[src/rtl/mul_div_unit_if.sv]
`default_nettype none
// ============================================================================
//  Module   : mul_div_unit_if
//  Purpose  : Request/result bundle between the pipeline and mul_div_unit.
//  Revision : 1.0 - initial release
// ============================================================================
interface mul_div_unit_if #(
    parameter int WIDTH = 32
);
    logic             start;
    logic [1:0]       op;
    logic [WIDTH-1:0] opA;
    logic [WIDTH-1:0] opB;
    logic             mthi;
    logic             mtlo;
    logic             busy;
    logic             done;
    logic             dbz;
    logic [WIDTH-1:0] hi;
    logic [WIDTH-1:0] lo;

    modport master (
        output start, op, opA, opB, mthi, mtlo,
        input  busy, done, dbz, hi, lo
    );

    modport slave (
        input  start, op, opA, opB, mthi, mtlo,
        output busy, done, dbz, hi, lo
    );
endinterface
`default_nettype wire

[src/rtl/mul_div_unit.sv]
`default_nettype none
// ============================================================================
//  Module   : mul_div_unit
//  Purpose  : Iterative 32-cycle MULT/MULTU/DIV/DIVU unit with HI/LO registers.
//  Revision : 1.0 - initial release
// ============================================================================
module mul_div_unit #(
    parameter int WIDTH = 32
) (
    input  wire logic        clk,
    input  wire logic        rst_n,
    mul_div_unit_if.slave    bus
);
    localparam logic [4:0] c_last_iter = 5'd31;

    typedef enum logic [0:0] {
        IDLE = 1'b0,
        RUN  = 1'b1
    } state_t;

    state_t             r_state;
    state_t             w_state_next;
    logic [4:0]         r_cnt;
    logic               r_is_div;
    logic               r_neg_q;
    logic               r_neg_r;
    logic               r_dbz_pend;
    logic [WIDTH-1:0]   r_opa;
    logic [WIDTH-1:0]   r_mag_b;
    logic [2*WIDTH-1:0] r_work;
    logic [WIDTH-1:0]   r_hi;
    logic [WIDTH-1:0]   r_lo;
    logic               r_done;
    logic               r_dbz;

    logic               w_load;
    logic               w_last;
    logic               w_a_neg;
    logic               w_b_neg;
    logic [WIDTH-1:0]   w_mag_a;
    logic [WIDTH-1:0]   w_mag_b;
    logic [WIDTH:0]     w_sum;
    logic [WIDTH:0]     w_sh;
    logic               w_ge;
    logic [WIDTH-1:0]   w_diff;
    logic [2*WIDTH-1:0] w_work_next;
    logic [2*WIDTH-1:0] w_prod;
    logic [WIDTH-1:0]   w_quo;
    logic [WIDTH-1:0]   w_rem;

    assign w_load  = (r_state == IDLE) && bus.start;
    assign w_last  = (r_state == RUN) && (r_cnt == c_last_iter);
    assign w_a_neg = bus.op[0] & bus.opA[WIDTH-1];
    assign w_b_neg = bus.op[0] & bus.opB[WIDTH-1];
    assign w_mag_a = w_a_neg ? -bus.opA : bus.opA;
    assign w_mag_b = w_b_neg ? -bus.opB : bus.opB;

    // Multiply: add multiplicand into the upper half when the LSB is set, then shift right.
    assign w_sum  = {1'b0, r_work[2*WIDTH-1:WIDTH]} + (r_work[0] ? {1'b0, r_mag_b} : '0);
    // Divide: shift the {rem, quo} pair left and keep the trial subtraction if it fits.
    assign w_sh   = {r_work[2*WIDTH-1:WIDTH], r_work[WIDTH-1]};
    assign w_ge   = (w_sh >= {1'b0, r_mag_b});
    assign w_diff = w_sh[WIDTH-1:0] - r_mag_b;

    assign w_work_next = r_is_div
        ? {(w_ge ? w_diff : w_sh[WIDTH-1:0]), r_work[WIDTH-2:0], w_ge}
        : {w_sum, r_work[WIDTH-1:1]};

    assign w_prod = r_neg_q ? -w_work_next : w_work_next;
    assign w_quo  = r_neg_q ? -w_work_next[WIDTH-1:0] : w_work_next[WIDTH-1:0];
    assign w_rem  = r_neg_r ? -w_work_next[2*WIDTH-1:WIDTH] : w_work_next[2*WIDTH-1:WIDTH];

    always_comb begin
        w_state_next = r_state;
        case (r_state)
            IDLE:    if (bus.start) w_state_next = RUN;
            RUN:     if (r_cnt == c_last_iter) w_state_next = IDLE;
            default: w_state_next = IDLE;
        endcase
    end

    always_ff @(posedge clk or negedge rst_n) begin
        if (!rst_n) r_state <= IDLE;
        else        r_state <= w_state_next;
    end

    always_ff @(posedge clk or negedge rst_n) begin
        if (!rst_n) begin
            r_cnt      <= '0;
            r_is_div   <= 1'b0;
            r_neg_q    <= 1'b0;
            r_neg_r    <= 1'b0;
            r_dbz_pend <= 1'b0;
            r_opa      <= '0;
            r_mag_b    <= '0;
            r_work     <= '0;
            r_hi       <= '0;
            r_lo       <= '0;
            r_done     <= 1'b0;
            r_dbz      <= 1'b0;
        end else begin
            r_done <= w_last;
            if (w_load) begin
                r_cnt      <= '0;
                r_is_div   <= bus.op[1];
                r_neg_q    <= w_a_neg ^ w_b_neg;
                r_neg_r    <= w_a_neg;
                r_dbz_pend <= bus.op[1] && (bus.opB == '0);
                r_opa      <= bus.opA;
                r_mag_b    <= w_mag_b;
                r_work     <= {{WIDTH{1'b0}}, w_mag_a};
            end else if (r_state == RUN) begin
                r_cnt  <= r_cnt + 5'd1;
                r_work <= w_work_next;
            end

            if (w_last) begin
                r_dbz <= r_dbz_pend;
                if (r_dbz_pend) begin
                    r_hi <= r_opa;
                    r_lo <= '1;
                end else if (r_is_div) begin
                    r_hi <= w_rem;
                    r_lo <= w_quo;
                end else begin
                    r_hi <= w_prod[2*WIDTH-1:WIDTH];
                    r_lo <= w_prod[WIDTH-1:0];
                end
            end else if ((r_state == IDLE) && !bus.start) begin
                if (bus.mthi) r_hi <= bus.opA;
                if (bus.mtlo) r_lo <= bus.opA;
            end
        end
    end

    assign bus.busy = (r_state == RUN);
    assign bus.done = r_done;
    assign bus.dbz  = r_dbz;
    assign bus.hi   = r_hi;
    assign bus.lo   = r_lo;
endmodule
`default_nettype wire

[src/flat_wrapper.sv]
// flat-port wrapper written by rule: the top's interface ports become plain ports
module mul_div_unit_flat 
#(
    parameter int WIDTH = 32
)
  (clk, rst_n, bus_start, bus_op, bus_opA, bus_opB, bus_mthi, bus_mtlo, bus_busy, bus_done, bus_dbz, bus_hi, bus_lo);
  mul_div_unit_if #(.WIDTH(WIDTH)) bus_i ();
  input  wire logic clk;
  input  wire logic rst_n;
  input wire logic [$bits(bus_i.start)-1:0] bus_start;
  input wire logic [$bits(bus_i.op)-1:0] bus_op;
  input wire logic [$bits(bus_i.opA)-1:0] bus_opA;
  input wire logic [$bits(bus_i.opB)-1:0] bus_opB;
  input wire logic [$bits(bus_i.mthi)-1:0] bus_mthi;
  input wire logic [$bits(bus_i.mtlo)-1:0] bus_mtlo;
  output wire logic [$bits(bus_i.busy)-1:0] bus_busy;
  output wire logic [$bits(bus_i.done)-1:0] bus_done;
  output wire logic [$bits(bus_i.dbz)-1:0] bus_dbz;
  output wire logic [$bits(bus_i.hi)-1:0] bus_hi;
  output wire logic [$bits(bus_i.lo)-1:0] bus_lo;
  assign bus_i.start = bus_start;
  assign bus_i.op = bus_op;
  assign bus_i.opA = bus_opA;
  assign bus_i.opB = bus_opB;
  assign bus_i.mthi = bus_mthi;
  assign bus_i.mtlo = bus_mtlo;
  assign bus_busy = bus_i.busy;
  assign bus_done = bus_i.done;
  assign bus_dbz = bus_i.dbz;
  assign bus_hi = bus_i.hi;
  assign bus_lo = bus_i.lo;
  mul_div_unit #(.WIDTH(WIDTH)) u_core (.clk(clk), .rst_n(rst_n), .bus(bus_i));
endmodule
[config.mk]
export PLATFORM = sky130hd
export DESIGN_NAME = mul_div_unit_flat
export DESIGN_NICKNAME = d
export VERILOG_FILES = /design/src/rtl/mul_div_unit_if.sv /design/src/rtl/mul_div_unit.sv /design/src/flat_wrapper.sv
export SDC_FILE = /design/constraint.sdc
export NUM_CORES = 1
export LEC_CHECK = 0
export ABC_CLOCK_PERIOD_IN_PS = 17500
export BUFFER_PORTS_ARGS = -buffer_cell sky130_fd_sc_hd__buf_2
export CAP_MARGIN = 15
export CORE_ASPECT_RATIO = 1.4
export CORE_MARGIN = 3
export CORE_UTILIZATION = 30
export CTS_CLUSTER_DIAMETER = 150
export DETAILED_ROUTE_END_ITERATION = 12
export PLACE_DENSITY = 0.57
export SYNTH_ARGS = -nofsm -noshare
export SYNTH_HDL_FRONTEND = slang
export SYNTH_SLANG_ARGS = --single-unit
[constraint.sdc]
create_clock -name clk -period 17.5 [get_ports clk]
set_input_delay 3.5 -clock clk [delete_from_list [all_inputs] [get_ports clk]]
set_output_delay 3.5 -clock clk [all_outputs]
set_load 0.01 [all_outputs]
==> out/metrics.cfg, run 1 <==
[synthesis]
synth_top_flop_cell=dfrtp_1
synth-edff-count=0
synth.yosys.seq_area_share_pct=30.1
syn_area_mm2=0.0169
syn_nets=2257
yosysUniqueCellTypes=103
synth-async-reset-ratio_pct=100
yosys_warnings=0
synth.avg_cell_area_um2=8.02
ys_ff_latch=204
synthCells=2114

[critical_path]
crit_slowest_cell=or4_1
worstPathCellList=ha_1, a21oi_1, o21ai_1, a221oi_1, o21ai_2, buf_4, nor2_1, nand2_1, o21ai_0, ha_1, nor3b_1, o221ai_1, or4_1, or2_1, nor2_1, nand2_1, nor3_1, nor2_1, or4_1, and3_1, o311ai_1, o21ai_1
end_kind=flip-flop
max_stage_delay_ns=0.65
start_kind=flip-flop
crit_fanout=15
path_common_cell=nor2_1
required_ns=17.92
path_class=flip-flop to flip-flop
worstPathArrival_ns=6.87

[timing]
fin_tns_setup_ns=0
drv_slew=0
rsz0062_at_grt=false
report.final.setup_viol=0
finClkSkew_ns=0.0202
fin_crit_ns=6.45
max_slew.worst_pin.slew_ns=1.10
timing.fmax_mhz=155
final.period_utilization_pct=36.8
relSlewSlack_pct=25.8
hold_viol=0

[clock_tree]
clock-sinks=204
cts_buffer_depth=3
clockRootBuffer=clkbuf_16
cts_hold_buf=0
cts_tree=built
path_clk_slew_ns=0.06
clkLatencyLatePin_ns=0.56
cts_buffers=25
cts_resized=0
cts_setup_buffers=0
htreeDepth=1

[global_routing]
use_met3_pct=1.81
grt_max_degree=89
grt_pass1_vias=16100
grt_pass1_wl_um=97800
grtUsageMet1_pct=27.1
grt_overflow=0
grtUsageMet2_pct=35.8
antenna_found_initial=2
grt_busiest_layer=met2
track_usage_pct=21.1

[floorplan]
initial_utilization_pct=30.5
die_h_um=287
core.rowCount=102
die_w_um=207
dieArea_mm2=0.0594
core-area_mm2=0.0556
ios=138

[detailed_routing]
vias_per_cell=5.61
ant_nets=0
drc_errors=0
wirelength_um=64300
wl_per_cell_um=22.0
dr.pass1.iters=5
drt_iter0_markers=1244
vias=16400

[final_layout]
fillCellCount=5976
area_growth_pct=11.7
final_common_cell=nand2_1
drive_above_1_share_pct=14.1
instances_no_fill=2921
final_cell_mix=nand2_1 (327), o21ai_0 (233), dfrtp_1 (202), buf_2 (136), a21oi_1 (128)
nNetsFinal=2317

[placed_design]
io_buffers=137
place.gp.congestion=0.938
place_hpwl_um=48600
dp.cells=2875

[flow_run]
maxCapViolCount=0

[hold_path]
hp-class=flip-flop to flip-flop

[status]
status=completed

-- logic make-up after synthesis --
| kind of cell | share of synthesized area, % |
|---|---|
| multiplexers | 5.33 |
| buffers and inverters | 5.35 |
| XOR/XNOR | 7.91 |
| AND/OR/NAND/NOR | 20.3 |
| adder cells (fa/ha/maj) | 5.41 |
| flip-flops | 30.1 |
| AO/OA/AOI/OAI | 25.6 |
-- cell type report --
type                            instances  area, um2  share of cell area [%]
Multi-Input combinational cell       1717      11000                    57.9
Sequential cell                       204       5110                    27.0
Tap cell                              728        911                    4.81
Timing Repair Buffer                  158        853                    4.51
Clock buffer                           34        729                    3.86
Inverter                               68        255                    1.35
Clock inverter                         10       97.6                   0.516
Antenna cell                            2       5.00                  0.0265
-- layer usage --
layer / vias up / share of wire (%)
li1: 7777 / -
met4: 0 / 5.2
met5: - / 0
met2: 544 / 48
met1: 7946 / 42
met3: 118 / 4.9
-- path summary, 6_finish.rpt --
| path | start | to | slack [ns] | cells past startpoint |
|---|---|---|---|---|
| max reg2reg | u_core.r_work[49] | u_core.bus.hi[10] | 11.05 | 22 |
| min in group asynchronous | rst_n | u_core.bus.lo[12] | 2.95 | 1 |
| max | u_core.r_work[49] | u_core.bus.hi[10] | 11.05 | 22 |
| min reg2reg | u_core.bus.lo[14] | u_core.bus.lo[14] | 0.48 | 2 |
| min | u_core.bus.lo[14] | u_core.bus.lo[14] | 0.48 | 2 |
| max in group asynchronous | rst_n | u_core.r_work[39] | 13.16 | 2 |
-- through the flow --
step	worst slack, ns	util [%]	area (um2)	hold WS [ns]
2_1_floorplan	11.73	-	16900	0.445
3_3_place_gp	11.20	32.5	18100	0.459
3_5_place_dp	11.15	32.5	18100	0.467
4_1_cts	11.13	34.0	18900	0.481
5_1_grt	10.65	34.0	18900	0.497
6_report	11.05	34.0	18900	0.476
-- critical path, delay by kind of cell, from the launching register on --
family                     cells  cell delay [ns]
AOI/OAI and AO/OA              8             1.68
adders and majority gates      2             0.68
buffers and inverters          1             0.22
DFF                            1             0.43
and+or+nand+nor               11             3.29
-- sequential cells by signal, indices dropped and copies added, names as in the netlist, 5 cells and up --
signal	flops
u_core.bus.hi	32
u_core.r_work	64
u_core.r_opa	32
u_core.r_cnt	5
u_core.bus.lo	32
u_core.r_mag_b	32
-- synth_stat cells (all sizes together) (9+ instances only) --
cell    instances  share of area (%)
or3            29                1.1
nand2         330                7.3
nor2b          10               0.37
nand4          22               0.89
nor3           58                1.8
nor3b          11               0.49
dfrtp         204                 30
and3           14               0.52
inv            67                1.5
nor2          117                2.6
or4            11               0.51
and2           44                1.6
o211ai         27                1.2
nand2b         11               0.45
o221ai          9               0.50
a211oi         15               0.66
o31ai          36                1.6
or2             9               0.33
o22ai          60                2.3
a21o           26                1.2
nand3          34                1.0
xnor2          90                4.7
o21a           12               0.53
o21ai         242                7.2
a21oi         132                4.0
mux2           50                3.3
o21bai          9               0.47
xor2           63                3.3
mux2i          34                2.0
clkbuf         90                2.6
buf            35                1.3
ha             70                5.2
nor4           11               0.44
a31oi          32                1.2
Power of run 1 is left out: the tool's default activity adds up to more than one toggle a clock period on the data nets, which glitch-free logic cannot reach.
==> run 2, diff against run 1 <==
Settings changed: ABC_AREA set to 1, ABC_CLOCK_PERIOD_IN_PS 17500 to 5900, PLACE_DENSITY 0.57 to 0.58.
Clock period 17.5 ns to 5.9 ns, I/O delays scaled along.
==> run 2 against run 1 <==
Hold slack improved by 0.0012 ns; area after synthesis rose by 9.4%; core utilization rose by 0.24 points; non-clock buffer count rose by 9; critical endpoint is now u_core.bus.hi[14]; largest cell class unchanged; highest routed layer is now met5.
==> out/metrics.cfg, run 2 <==
[status]
status=completed

[detailed_routing]
drc_errors=0  ; unchanged
wirelength_um=83500  ; +30%
dr.pass1.iters=5  ; unchanged
vias_per_cell=5.22  ; -7.0%
ant_nets=0  ; unchanged
wl_per_cell_um=21.1  ; -4.0%
vias=20600  ; +26%
drt_iter0_markers=1583  ; +27%

[global_routing]
grt_pass1_vias=20500  ; +28%
grt_overflow=0  ; unchanged
grt_max_degree=118  ; +33%
antenna_found_initial=4  ; +2
track_usage_pct=25.2  ; +4.1 points
grt_pass1_wl_um=125000  ; +28%

[final_layout]
top_register=u_core.r_work
final_common_cell=nand2_1
largest_reg_flops=64  ; unchanged
final_cell_mix=nand2_1 (866), inv_1 (402), nor2_1 (396), nand3_1 (218), dfrtp_1 (202)
area_growth_pct=12.8
drive_above_1_share_pct=9.68  ; -4.5 points
instances_no_fill=3946  ; +35%
diodes=0  ; -2
nNetsFinal=3255  ; +40%

[critical_path]
crit_family=simple AND/OR/NAND/NOR gates
path_buf_inv=2  ; +1
path_common_cell=nand2_1
crit_fanout=5  ; -10
worstPathArrival_ns=5.18  ; -1.69 ns
path_class=flip-flop to flip-flop
end_kind=flip-flop
required_ns=6.33  ; -11.59 ns
crit_slowest_cell=dfrtp_1
max_stage_delay_ns=0.42  ; -0.23 ns
r2r_slack_ns=1.15  ; -9.90 ns
start_kind=flip-flop

[timing]
timing.fmax_mhz=211  ; +36%
fin_crit_ns=4.75  ; -1.70 ns
rsz0062_at_grt=false
max_slew.worst_pin.slew_ns=0.856  ; -0.245 ns
final.period_utilization_pct=80.4  ; +44 points
fin_tns_setup_ns=0  ; unchanged
drv_slew=0  ; unchanged
relSlewSlack_pct=42.9  ; +17 points
hold_viol=0  ; unchanged
report.final.setup_viol=0  ; unchanged
finClkSkew_ns=0.0194  ; -0.000814 ns

[synthesis]
ys_top_cells_by_count=nand2_1 (868), inv_1 (403), nor2_1 (397), nand3_1 (218), dfrtp_1 (204)
yosysMostFrequentCell=nand2_1
ys_ff_latch=204  ; unchanged
syn_area_mm2=0.0185  ; +9.4%
synth_area_leaders=dfrtp_1 (28%), nand2_1 (18%), inv_1 (8.2%)
yosysUniqueCellTypes=60  ; -42%
yosysTopAreaCell=dfrtp_1
synthCells=3025  ; +43%
synth.avg_cell_area_um2=6.13  ; -24%
synth-edff-count=0  ; unchanged
syn_nets=3168  ; +40%
synth-async-reset-ratio_pct=100  ; unchanged
synth_top_area_share_pct=27.5  ; -2.6 points
synth.yosys.seq_area_share_pct=27.5  ; -2.6 points
synth_top_flop_cell=dfrtp_1
yosys_warnings=0  ; unchanged

[clock_tree]
cts_resized=0  ; unchanged
clock-sinks=204  ; unchanged
cts_setup_buffers=0  ; unchanged
cts_tree=built
cts_buffers=27  ; +8.0%
clockRootBuffer=clkbuf_16
path_clk_slew_ns=0.06  ; about the same
htreeDepth=1  ; unchanged
clkLatencyLatePin_ns=0.57  ; about the same
cts_buffer_depth=3  ; unchanged
cts_hold_buf=0  ; unchanged

[floorplan]
dieArea_mm2=0.0648  ; +9.1%
die_w_um=216  ; +4.5%
core.rowCount=107  ; +4.9%
ios=138  ; unchanged
core-area_mm2=0.0610  ; +9.7%
die_h_um=300  ; +4.5%
initial_utilization_pct=30.4  ; -0.091 points

[placed_design]
dp.cells=3900  ; +36%
place_hpwl_um=65400  ; +35%
place.gp.congestion=1.03  ; +9.9%
io_buffers=137  ; unchanged

[hold_path]
hp-class=flip-flop to flip-flop

[flow_run]
maxCapViolCount=0  ; unchanged

[run 2: cell count changes after synthesis, sizes merged, moves of 50 or more]
cell   delta
mux2     -50
nand3   +196
xnor2    -58
nand2   +550
nor2    +308
inv     +354
[run 2: through the flow]
step / instance area (um2) / utilization [%] / worst slack (ns) / hold slack, ns
after floorplan: 18500 / - / 2.42 / 0.448
after global placement: 20000 / 32.8 / 1.28 / 0.462
after detailed placement: 20000 / 32.8 / 1.19 / 0.465
after CTS: 20900 / 34.2 / 1.18 / 0.484
after global routing: 20900 / 34.2 / 0.777 / 0.505
final: 20900 / 34.2 / 1.15 / 0.478
[run 2: cell families after synthesis]
logic type	share of synthesized area (%)
simple gates	37.9
buf+inv	11.4
flops	27.5
fa+ha+maj	4.94
compound gates	15.0
xor+xnor	3.21
[run 2: final cells by class]
class | count | area, um2
Clock buffer | 34 | 732
Clock inverter | 12 | 171
Fill cell | 7041 | 40100
Inverter | 425 | 1600
Multi-Input combinational cell | 2287 | 11300
Sequential cell | 204 | 5110
Tap cell | 817 | 1020
Timing Repair Buffer | 167 | 933
[run 2: worst paths after layout]
| check | from | cells after the start | end |
|---|---|---|---|
| max in group asynchronous | rst_n | 2 | u_core.r_is_div |
| worst min-delay path | u_core.bus.hi[11] | 2 | u_core.bus.hi[11] |
| min in group asynchronous | rst_n | 1 | u_core.bus.hi[17] |
| worst min register to register | u_core.bus.hi[11] | 2 | u_core.bus.hi[11] |
| worst max register to register | u_core.r_work[39] | 26 | u_core.bus.hi[14] |
| worst max-delay path | u_core.r_work[39] | 26 | u_core.bus.hi[14] |
[run 2: routing by layer]
layer	track usage, %	vias up	wire [um]
met2	44.6	799	40700
met5	0	-	49
li1	-	9930	-
met3	2.77	259	4400
met4	17.8	8	7260
met1	28.1	9590	31000
[run 2: worst min-delay path: cells and delay by family (launching register included)]
kind / cells / cell delay (ns)
and+or+nand+nor: 2 / 0.10
DFF: 1 / 0.34
Power of run 2 is left out for the same reason.
==> run 3, diff against run 2 <==
Settings changed: ABC_CLOCK_PERIOD_IN_PS 5900 to 3900.
Clock period 5.9 ns to 3.9 ns, I/O delays scaled along.
==> run 3 against run 2 <==
Critical path depth grew 2; the run now ends with setup timing left; highest routed layer unchanged; worst setup slack got worse by 1.2 ns; maximum frequency is 21% higher.
==> out/metrics.cfg, run 3 (synthesis results as in run 2) <==
[critical_path]
max_stage_delay_ns=0.38  ; -0.04 ns
crit_fanout=4  ; -1
start_kind=flip-flop
path_class=flip-flop to flip-flop
crit_slowest_cell=dfrtp_1
critical_path_depth=28  ; +7.7%
end_kind=flip-flop
path_buf_inv=3  ; +1
worstPathArrival_ns=4.41  ; -0.77 ns
r2r_cells=28  ; +7.7%
required_ns=4.39  ; -1.94 ns
path_common_cell=nand2_2
crit_family=simple AND/OR/NAND/NOR gates

[clock_tree]
clockRootBuffer=clkbuf_16
cts_buffers=27  ; unchanged
cts_buffer_depth=3  ; unchanged
clkLatencyLatePin_ns=0.57  ; about the same
path_clk_slew_ns=0.06  ; about the same
cts_hold_buf=0  ; unchanged
cts_tree=built
htreeDepth=1  ; unchanged
clock-sinks=204  ; unchanged

[timing]
fin_crit_ns=3.93  ; -0.821 ns
fin_tns_setup_ns=-0.0400  ; -0.0400 ns
max_slew.worst_pin.slew_ns=0.944  ; +0.0879 ns
rsz0062_at_grt=true
drv_slew=0  ; unchanged
hold_viol=0  ; unchanged
final.period_utilization_pct=101  ; +20 points
relSlewSlack_pct=36.7  ; -6.2 points
report.final.setup_viol=3  ; +3
fin_ws_ns=-0.0256  ; -1.18 ns
finClkSkew_ns=0.0114  ; -0.00796 ns
timing.fmax_mhz=255  ; +21%

[global_routing]
antenna_found_initial=2  ; -2
grt_overflow=0  ; unchanged
grt_pass1_wl_um=130000  ; +3.9%
track_usage_pct=26.3  ; +1.1 points
grt_pass1_vias=21700  ; +5.6%
grt_max_degree=76  ; -36%

[detailed_routing]
dr.pass1.iters=8  ; +3
drc_errors=0  ; unchanged
drt_iter0_markers=1524  ; -3.7%
ant_nets=0  ; unchanged
wl_per_cell_um=20.6  ; -2.8%
vias=21800  ; +6.1%
wirelength_um=88200  ; +5.7%
vias_per_cell=5.09  ; -2.4%

[status]
status=finished, violations left
violations=setup timing

[final_layout]
drive_above_1_share_pct=22.4  ; +13 points
largest_reg_flops=64  ; unchanged
final_cell_mix=nand2_1 (832), inv_1 (396), nor2_1 (370), buf_4 (361), nand3_1 (205)
nNetsFinal=3598  ; +11%
multi_input_area_mm2=0.0121  ; +6.8%
fillCellCount=6760  ; -4.0%
seqCellArea_mm2=0.00511  ; unchanged
final_common_cell=nand2_1
area_growth_pct=31.3
diodes=0  ; unchanged
top_register=u_core.r_work

[placed_design]
place_hpwl_um=71100  ; +8.7%
io_buffers=137  ; unchanged
place.gp.congestion=0.980  ; -5.0%
place_ws_ns=-0.520  ; -1.71 ns

[flow_run]
maxCapViolCount=0  ; unchanged

[hold_path]
hp-class=primary input to async pin

[floorplan]
ios=138  ; unchanged
core.rowCount=107  ; unchanged
core-area_mm2=0.0610  ; unchanged
dieArea_mm2=0.0648  ; unchanged
die_w_um=216  ; unchanged
initial_utilization_pct=30.4  ; unchanged
die_h_um=300  ; unchanged

[run 3: changes by cell type in the layout (fill, tap and decap cells not counted), sizes merged]
cell,before,now
buf,167,510
clkinv,7,11
clkinvlp,3,1
bufinv,4,3
clkbuf,34,35
inv,423,422
[run 3: path summary, 6_finish.rpt]
path / from / to / slack (ns)
min: rst_n / u_core.bus.hi[13] / 0.19
max in group asynchronous: rst_n / u_core.bus.hi[5] / 2.95
min in group clk: u_core.bus.hi[11] / u_core.bus.hi[11] / 0.48
max: u_core.r_mag_b[28] / u_core.bus.hi[30] / -0.03
max reg2reg: u_core.r_mag_b[28] / u_core.bus.hi[30] / -0.03
min reg2reg: u_core.bus.hi[11] / u_core.bus.hi[11] / 0.48
[run 3: worst register-to-register path: cells and delay by family (launching register included)]
| family | cells | cell delay, ns |
|---|---|---|
| compound gates | 5 | 0.78 |
| fa+ha+maj | 2 | 0.41 |
| buf+inv | 3 | 0.40 |
| flops | 1 | 0.38 |
| simple gates | 18 | 1.86 |
[run 3: area by class of cell]
cell class	count	share of cell area (%)
Multi-Input combinational cell	2287	49.8
Timing Repair Buffer	510	14.8
Inverter	425	6.56
Clock inverter	12	0.597
Sequential cell	204	21.0
Clock buffer	35	3.11
Tap cell	817	4.20
[run 3: repair_timing]
| item | 4_1_cts | 5_1_grt |
|---|---|---|
| endpoints found under the setup margin | 31 | 32 |
| pin swaps | 1 | 53 |
| buffers inserted | 1 | 16 |
| gates resized for setup | 17 | 159 |
[run 3: per-stage QoR]
stage | hold slack [ns] | instances | utilization [%] | instance area, um2
after global routing | 0.240 | 4290 | 39.9 | 24300
after floorplan | 0.448 | 3025 | - | 18500
after global placement | 0.464 | 4226 | 36.9 | 22500
after detailed placement | 0.460 | 4226 | 36.9 | 22500
after CTS | 0.211 | 4274 | 38.5 | 23500
final | 0.186 | 4290 | 39.9 | 24300
[run 3: per-layer routing]
layer,up-vias,track usage [%],routed length (um)
met5,-,0,14
met4,4,17.7,7290
met3,265,2.79,4620
met2,752,47.3,43700
met1,10200,29.1,32600
li1,10600,-,-
Power of run 3 is left out for the same reason.
